<file path="src/rtl/axil_config_bank_if.sv">
// AXI4-Lite slave bus bundle for the configuration register bank.
// Master drives the request channels and the response ready signals.
interface axil_config_bank_if;
  logic [31:0] awaddr;
  logic        awvalid;
  logic        awready;
  logic [2:0]  awprot;
  logic [31:0] wdata;
  logic [3:0]  wstrb;
  logic        wvalid;
  logic        wready;
  logic [1:0]  bresp;
  logic        bvalid;
  logic        bready;
  logic [31:0] araddr;
  logic        arvalid;
  logic        arready;
  logic [2:0]  arprot;
  logic [31:0] rdata;
  logic [1:0]  rresp;
  logic        rvalid;
  logic        rready;

  modport master (
    output awaddr, awvalid, awprot, wdata, wstrb, wvalid, bready,
    output araddr, arvalid, arprot, rready,
    input  awready, wready, bresp, bvalid, arready, rdata, rresp, rvalid
  );

  modport slave (
    input  awaddr, awvalid, awprot, wdata, wstrb, wvalid, bready,
    input  araddr, arvalid, arprot, rready,
    output awready, wready, bresp, bvalid, arready, rdata, rresp, rvalid
  );
endinterface

</file>
<file path="src/rtl/axil_config_bank.sv">
// AXI4-Lite register bank: double-buffered RW config words committed shadow->active,
// RO status words, and a CTRL word with COMMIT/AUTO and a cfg_lock commit interlock.
module axil_config_bank #(
  parameter int                   NUM_RW    = 13,
  parameter int                   NUM_RO    = 4,
  parameter logic [NUM_RW*32-1:0] RESET_VAL = '0
) (
  input  logic                                    clk,
  input  logic                                    resetn,
  axil_config_bank_if.slave                       s_axi,
  output logic [NUM_RW*32-1:0]                    cfg_out,
  output logic                                    cfg_update,
  input  logic                                    cfg_lock,
  input  logic [((NUM_RO > 0) ? NUM_RO : 1)*32-1:0] status_in
);

  localparam logic [1:0] RESP_OKAY   = 2'b00;
  localparam logic [1:0] RESP_SLVERR = 2'b10;
  localparam logic [1:0] RESP_DECERR = 2'b11;
  localparam logic [4:0] CTRL_IDX    = 5'd31;

  typedef enum logic [1:0] {REG_RW, REG_RO, REG_CTRL, REG_NONE} reg_kind_t;

  function automatic reg_kind_t decode(input logic [4:0] idx);
    if (idx == CTRL_IDX) return REG_CTRL;
    if (int'(idx) < NUM_RW) return REG_RW;
    if (int'(idx) >= 16 && int'(idx) < 16 + NUM_RO) return REG_RO;
    return REG_NONE;
  endfunction

  logic              aw_full_reg, w_full_reg, bvalid_reg;
  logic [4:0]        aw_idx_reg;
  logic [31:0]       w_data_reg;
  logic [3:0]        w_strb_reg;
  logic [1:0]        bresp_reg;
  logic              pending_reg, pending_next;
  logic              auto_reg, auto_next;
  logic              cfg_update_reg;
  logic              rvalid_reg;
  logic [31:0]       rdata_reg, rd_data;
  logic [1:0]        rresp_reg, rd_resp, wr_resp;
  logic [NUM_RW*32-1:0] shadow_flat;
  logic [4:0]        ar_idx;
  logic              wr_fire, commit;
  reg_kind_t         wr_kind;
  logic              unused_bits;

  assign wr_fire = aw_full_reg & w_full_reg & ~bvalid_reg;
  assign wr_kind = decode(aw_idx_reg);
  assign commit  = pending_reg & ~cfg_lock;
  assign ar_idx  = s_axi.araddr[6:2];

  assign s_axi.awready = ~aw_full_reg;
  assign s_axi.wready  = ~w_full_reg;
  assign s_axi.bvalid  = bvalid_reg;
  assign s_axi.bresp   = bresp_reg;
  assign s_axi.arready = ~rvalid_reg;
  assign s_axi.rvalid  = rvalid_reg;
  assign s_axi.rdata   = rdata_reg;
  assign s_axi.rresp   = rresp_reg;
  assign cfg_update    = cfg_update_reg;

  assign unused_bits = ^{s_axi.awaddr[31:7], s_axi.awaddr[1:0], s_axi.araddr[31:7],
                         s_axi.araddr[1:0], s_axi.awprot, s_axi.arprot};

  always_comb begin
    case (wr_kind)
      REG_RW, REG_CTRL: wr_resp = RESP_OKAY;
      REG_RO:           wr_resp = RESP_SLVERR;
      default:          wr_resp = RESP_DECERR;
    endcase
  end

  // A write requesting PENDING on a commit edge overrides the clear, forcing a second commit.
  always_comb begin
    pending_next = pending_reg & ~commit;
    auto_next    = auto_reg;
    if (wr_fire) begin
      if (wr_kind == REG_CTRL && w_strb_reg[0]) begin
        auto_next = w_data_reg[1];
        if (w_data_reg[0]) pending_next = 1'b1;
      end
      if (wr_kind == REG_RW && auto_reg) pending_next = 1'b1;
    end
  end

  always_ff @(posedge clk) begin
    if (!resetn) begin
      aw_full_reg    <= 1'b0;
      w_full_reg     <= 1'b0;
      bvalid_reg     <= 1'b0;
      aw_idx_reg     <= '0;
      w_data_reg     <= '0;
      w_strb_reg     <= '0;
      bresp_reg      <= RESP_OKAY;
      pending_reg    <= 1'b0;
      auto_reg       <= 1'b0;
      cfg_update_reg <= 1'b0;
    end else begin
      pending_reg    <= pending_next;
      auto_reg       <= auto_next;
      cfg_update_reg <= commit;
      if (bvalid_reg && s_axi.bready) begin
        aw_full_reg <= 1'b0;
        w_full_reg  <= 1'b0;
        bvalid_reg  <= 1'b0;
      end else begin
        if (s_axi.awvalid && !aw_full_reg) begin
          aw_full_reg <= 1'b1;
          aw_idx_reg  <= s_axi.awaddr[6:2];
        end
        if (s_axi.wvalid && !w_full_reg) begin
          w_full_reg <= 1'b1;
          w_data_reg <= s_axi.wdata;
          w_strb_reg <= s_axi.wstrb;
        end
        if (wr_fire) begin
          bvalid_reg <= 1'b1;
          bresp_reg  <= wr_resp;
        end
      end
    end
  end

  for (genvar gi = 0; gi < NUM_RW; gi++) begin : gen_word
    logic [31:0] shadow_reg, active_reg;

    // Commit copies the shadow as it stood before any write landing on the same edge.
    always_ff @(posedge clk) begin
      if (!resetn) begin
        shadow_reg <= RESET_VAL[32*gi +: 32];
        active_reg <= RESET_VAL[32*gi +: 32];
      end else begin
        if (commit) active_reg <= shadow_reg;
        if (wr_fire && aw_idx_reg == 5'(gi)) begin
          for (int b = 0; b < 4; b++) begin
            if (w_strb_reg[b]) shadow_reg[8*b +: 8] <= w_data_reg[8*b +: 8];
          end
        end
      end
    end

    assign shadow_flat[32*gi +: 32] = shadow_reg;
    assign cfg_out[32*gi +: 32]     = active_reg;
  end

  always_comb begin
    rd_data = '0;
    rd_resp = RESP_DECERR;
    case (decode(ar_idx))
      REG_RW: begin
        rd_resp = RESP_OKAY;
        for (int i = 0; i < NUM_RW; i++) begin
          if (ar_idx == 5'(i)) rd_data = shadow_flat[32*i +: 32];
        end
      end
      REG_RO: begin
        rd_resp = RESP_OKAY;
        for (int j = 0; j < NUM_RO; j++) begin
          if (ar_idx == 5'(16 + j)) rd_data = status_in[32*j +: 32];
        end
      end
      REG_CTRL: begin
        rd_resp = RESP_OKAY;
        rd_data = {30'b0, auto_reg, pending_reg};
      end
      default: ;
    endcase
  end

  always_ff @(posedge clk) begin
    if (!resetn) begin
      rvalid_reg <= 1'b0;
      rdata_reg  <= '0;
      rresp_reg  <= RESP_OKAY;
    end else if (s_axi.arvalid && !rvalid_reg) begin
      rvalid_reg <= 1'b1;
      rdata_reg  <= rd_data;
      rresp_reg  <= rd_resp;
    end else if (rvalid_reg && s_axi.rready) begin
      rvalid_reg <= 1'b0;
    end
  end

endmodule
</file>
<file path="src/flat_wrapper.sv">
// flat-port wrapper written by rule: the top's interface ports become plain ports
module axil_config_bank_flat 
#(
  parameter int                   NUM_RW    = 13,
  parameter int                   NUM_RO    = 4,
  parameter logic [NUM_RW*32-1:0] RESET_VAL = '0
)
  (clk, resetn, cfg_out, cfg_update, cfg_lock, status_in, s_axi_awaddr, s_axi_awvalid, s_axi_awprot, s_axi_wdata, s_axi_wstrb, s_axi_wvalid, s_axi_bready, s_axi_araddr, s_axi_arvalid, s_axi_arprot, s_axi_rready, s_axi_awready, s_axi_wready, s_axi_bresp, s_axi_bvalid, s_axi_arready, s_axi_rdata, s_axi_rresp, s_axi_rvalid);
  axil_config_bank_if s_axi_i ();
  input  logic clk;
  input  logic resetn;
  output logic [NUM_RW*32-1:0] cfg_out;
  output logic cfg_update;
  input  logic cfg_lock;
  input  logic [((NUM_RO > 0) ? NUM_RO : 1)*32-1:0] status_in;
  input wire logic [$bits(s_axi_i.awaddr)-1:0] s_axi_awaddr;
  input wire logic [$bits(s_axi_i.awvalid)-1:0] s_axi_awvalid;
  input wire logic [$bits(s_axi_i.awprot)-1:0] s_axi_awprot;
  input wire logic [$bits(s_axi_i.wdata)-1:0] s_axi_wdata;
  input wire logic [$bits(s_axi_i.wstrb)-1:0] s_axi_wstrb;
  input wire logic [$bits(s_axi_i.wvalid)-1:0] s_axi_wvalid;
  input wire logic [$bits(s_axi_i.bready)-1:0] s_axi_bready;
  input wire logic [$bits(s_axi_i.araddr)-1:0] s_axi_araddr;
  input wire logic [$bits(s_axi_i.arvalid)-1:0] s_axi_arvalid;
  input wire logic [$bits(s_axi_i.arprot)-1:0] s_axi_arprot;
  input wire logic [$bits(s_axi_i.rready)-1:0] s_axi_rready;
  output wire logic [$bits(s_axi_i.awready)-1:0] s_axi_awready;
  output wire logic [$bits(s_axi_i.wready)-1:0] s_axi_wready;
  output wire logic [$bits(s_axi_i.bresp)-1:0] s_axi_bresp;
  output wire logic [$bits(s_axi_i.bvalid)-1:0] s_axi_bvalid;
  output wire logic [$bits(s_axi_i.arready)-1:0] s_axi_arready;
  output wire logic [$bits(s_axi_i.rdata)-1:0] s_axi_rdata;
  output wire logic [$bits(s_axi_i.rresp)-1:0] s_axi_rresp;
  output wire logic [$bits(s_axi_i.rvalid)-1:0] s_axi_rvalid;
  assign s_axi_i.awaddr = s_axi_awaddr;
  assign s_axi_i.awvalid = s_axi_awvalid;
  assign s_axi_i.awprot = s_axi_awprot;
  assign s_axi_i.wdata = s_axi_wdata;
  assign s_axi_i.wstrb = s_axi_wstrb;
  assign s_axi_i.wvalid = s_axi_wvalid;
  assign s_axi_i.bready = s_axi_bready;
  assign s_axi_i.araddr = s_axi_araddr;
  assign s_axi_i.arvalid = s_axi_arvalid;
  assign s_axi_i.arprot = s_axi_arprot;
  assign s_axi_i.rready = s_axi_rready;
  assign s_axi_awready = s_axi_i.awready;
  assign s_axi_wready = s_axi_i.wready;
  assign s_axi_bresp = s_axi_i.bresp;
  assign s_axi_bvalid = s_axi_i.bvalid;
  assign s_axi_arready = s_axi_i.arready;
  assign s_axi_rdata = s_axi_i.rdata;
  assign s_axi_rresp = s_axi_i.rresp;
  assign s_axi_rvalid = s_axi_i.rvalid;
  axil_config_bank #(.NUM_RW(NUM_RW), .NUM_RO(NUM_RO), .RESET_VAL(RESET_VAL)) u_core (.clk(clk), .resetn(resetn), .s_axi(s_axi_i), .cfg_out(cfg_out), .cfg_update(cfg_update), .cfg_lock(cfg_lock), .status_in(status_in));
endmodule
</file>
<file path="config.mk">
export PLATFORM = sky130hd
export DESIGN_NAME = axil_config_bank_flat
export DESIGN_NICKNAME = d
export VERILOG_FILES = /design/src/rtl/axil_config_bank_if.sv /design/src/rtl/axil_config_bank.sv /design/src/flat_wrapper.sv
export SDC_FILE = /design/constraint.sdc
export NUM_CORES = 2
export LEC_CHECK = 0
export CAP_MARGIN = 20
export CORE_MARGIN = 1
export CORE_UTILIZATION = 52
export DETAILED_ROUTE_END_ITERATION = 10
export PLACE_DENSITY = 0.87
export SLEW_MARGIN = 20
export SYNTH_ARGS = -nofsm -noshare
export SYNTH_HDL_FRONTEND = slang
export SYNTH_SLANG_ARGS = --single-unit
</file>
<file path="constraint.sdc">
create_clock -name clk -period 2 [get_ports clk]
set_input_delay 0.2 -clock clk [delete_from_list [all_inputs] [get_ports clk]]
set_output_delay 0.2 -clock clk [all_outputs]
set_load 0.03 [all_outputs]
</file>
==> metrics.csv <==
metric,value,unit
critPathLaunch,u_core.aw_idx_reg[4]$_SDFFE_PN0P_,
hold_class,input port to flop,
synth_cell_type_count,83,
ys_ff_latch,915,
nets,5861,
slew_viol_final,0,
yosysMostFrequentCell,nand2_1,
ir_drop,0.771,mV
r2r_end,u_core.gen_word[6].shadow_reg[20]$_SDFFE_PN0P_,
post_drt_wl_per_cell,29.6,um
gp_congestion,1.09,
die_x,270,um
start_util,52.9,%
netlist_instances,4813,
r2r_cells,8,
seq_area_frac_synth,49.1,%
clock_path_buffers,3,
overflow,0,
dpl-instance-area,0.0477,mm^2
synth-async-reset-ratio,0,%
grt_max_degree,122,
cts_tree,built,
via_per_inst,6.51,
fin_skew,0.0371,ns
portBuffers,639,
r2r_setup_slack,-0.03,ns
worst_path_most_repeated_cell,nand2_1,
root_buffer,clkbuf_16,
cp.required,2.54,ns
maxCapViolCount,0,
status,finished with violations,
power_leakage,17.5,nW
p_per_area,780,mW/mm^2
multiInputGateArea,0.0173,mm^2
dp.final_hpwl,146000,um
synth_top_area_share,49.1,%
r2r_start,u_core.aw_idx_reg[4]$_SDFFE_PN0P_,
cts_made_buffers,90,
cp_top_family,simple AND/OR/NAND/NOR gates,
crit_cells,8,
p_total,0.0398,W
core_area,0.0705,mm^2
htree_levels,3,
endpoint,u_core.gen_word[6].shadow_reg[20]$_SDFFE_PN0P_,
die_area,0.0728,mm^2
cp-end-kind,flop,
grt_pass1_wl,277000,um
path_cells,"and4bb_4, nand3b_1, buf_4, nor2_2, buf_12, nand2_1, nand2_1, a21oi_1",
fill_cells,4857,
drive_above_1_share,13.4,%
first_iter_violations,6928,
synth_warnings,0,
grt_pass1_vias,40600,
synth_edf_count,0,
ys.flop_type,dfxtp_1,
startpoint_type,flop,
slew_headroom,50.5,%
seq_area,0.0183,mm^2
rsz0062_at_grt,true,
grt_antenna_before_repair,21,
clock_sinks,915,
ioPinCount,700,
syn_nets,5055,
num_rows,97,
setup.worst_path.class,flop to flop,
cp.arrival,2.57,ns
area_growth,36.8,%
cpMaxStageDelayCell,and4bb_4,
finalSetupViolations,7,
period_needed,2.03,ns
max_freq,492,MHz
final_cell_area,0.0510,mm^2
clkTransAtPathRegs,0.06,ns
post-place-ws,-0.571,ns
period_share,102,%
violations,setup timing,
synth.area.top_cells,"dfxtp_1, nand2_1, a21oi_1, nand3_1, clkbuf_1",
worstMarginPinSlew,0.741,ns
grt_usage,51.8,%
syn_area,0.0373,mm^2
clk_latency,0.68,ns
crit_buf_inv,2,
hold_viol,0,
drc_errors,0,
via_count,43300,
die_y,270,um
synth_commonest_cells,"nand2_1, a21oi_1, dfxtp_1",
layout_setup_ws,-0.0328,ns
ant_nets,0,
max_stage_delay,0.40,ns
synth_top_cell_by_area,dfxtp_1,
crit_fanout,27,
firstDrtPassIters,10,
wl,196000,um
synth_area_per_cell,7.75,um^2
-- metrics by stage --
step	TNS, ns	hold WS (ns)	util [%]	cells
after floorplan	0	0.299	-	4813
after global placement	-13.91	0.442	67.6	6461
after detailed placement	-15.09	0.446	67.6	6461
after CTS	0	0.0644	72.1	6627
after global routing	-0.527	0.0964	72.3	6630
final	-0.0653	0.0828	72.4	6643
-- cell families (layout without fill, tap and decap cells) --
family / Yosys count / in the layout / share of synthesized area [%]
flip-flops: 915 / 915 / 49.1
multiplexers: 59 / 59 / 2.67
other: 0 / 13 / 0
AND/OR/NAND/NOR: 2108 / 2108 / 23.8
buffers and inverters: 431 / 1308 / 4.91
AO/OA/AOI/OAI: 1300 / 1300 / 19.5
-- per-layer routing --
| metal | track usage, % | share of wire (%) |
|---|---|---|
| met5 | 0 | 0.12 |
| met4 | 34.6 | 8.4 |
| met3 | 17.7 | 14 |
| met2 | 76.8 | 42 |
| met1 | 63.7 | 36 |
-- layout by cell type, fill, tap and decap left out, types with 12 or more instances in the layout --
cell type / instances
nor2b_1: 20
dfxtp_1: 909
diode_2: 13
clkinv_2: 15
nor2_1: 89
buf_12: 66
nor3_1: 26
nand3_1: 430
a22oi_1: 30
a211oi_1: 19
a22o_1: 15
clkdlybuf4s50_1: 605
a21oi_1: 993
nand2_2: 19
inv_1: 12
clkbuf_8: 22
o2bb2ai_1: 14
a31oi_1: 13
nand2b_1: 12
mux2i_1: 23
o22ai_1: 38
clkbuf_1: 13
clkbuf_16: 94
dlygate4sd2_1: 25
a221oi_1: 19
mux4_2: 32
o21ai_0: 47
nand2_1: 1433
buf_4: 422
o221ai_1: 14
-- power breakdown --
group	leakage, nW	internal (W)	switching, W
Combinational	8.58	0.00122	0.00217
Clock	1.55	0.0103	0.00769
Sequential	7.38	0.0183	0.0000950
-- worst min path at each step --
stage                                                    from                                             end  depth (start not counted)
2_1_floorplan                                    s_axi_rready                u_core.s_axi.rvalid$_SDFFE_PN0P_                          1
3_3_place_gp   u_core.gen_word[12].active_reg[0]$_SDFFE_PN0P_  u_core.gen_word[12].active_reg[0]$_SDFFE_PN0P_                          2
3_5_place_dp   u_core.gen_word[12].active_reg[3]$_SDFFE_PN0P_  u_core.gen_word[12].active_reg[3]$_SDFFE_PN0P_                          2
4_1_cts                                       s_axi_wdata[26]              u_core.w_data_reg[26]$_SDFFE_PN0P_                          3
5_1_grt                                       s_axi_wdata[28]              u_core.w_data_reg[28]$_SDFFE_PN0P_                          3
6_report                                      s_axi_wdata[28]              u_core.w_data_reg[28]$_SDFFE_PN0P_                          3
-- worst register-to-register path: cells and delay by family (launching register included) --
family	cells	cell delay, ns
and+or+nand+nor	5	1.10
buffers and inverters	2	0.39
DFF	1	0.33
AOI/OAI and AO/OA	1	0.09
-- final cells by class --
type | instances | area share (%)
timing repair buffer | 1131 | 21.4
tap | 940 | 2.30
antenna | 13 | 0.0637
clock buffer | 128 | 5.25
sequential | 915 | 35.9
inverter | 14 | 0.118
clock inverter | 35 | 0.946
multi-input combinational | 3467 | 34.0
-- repair_timing --
item                                    4_1_cts  5_1_grt
gates cloned                                  1        1
pin swaps                                     1        2
setup buffers                                 2        2
endpoints found under the setup margin       51      265
hold buffers                                  0        0
resized for setup                            33       34
Note: power is estimated with default switching activity, not from simulation.
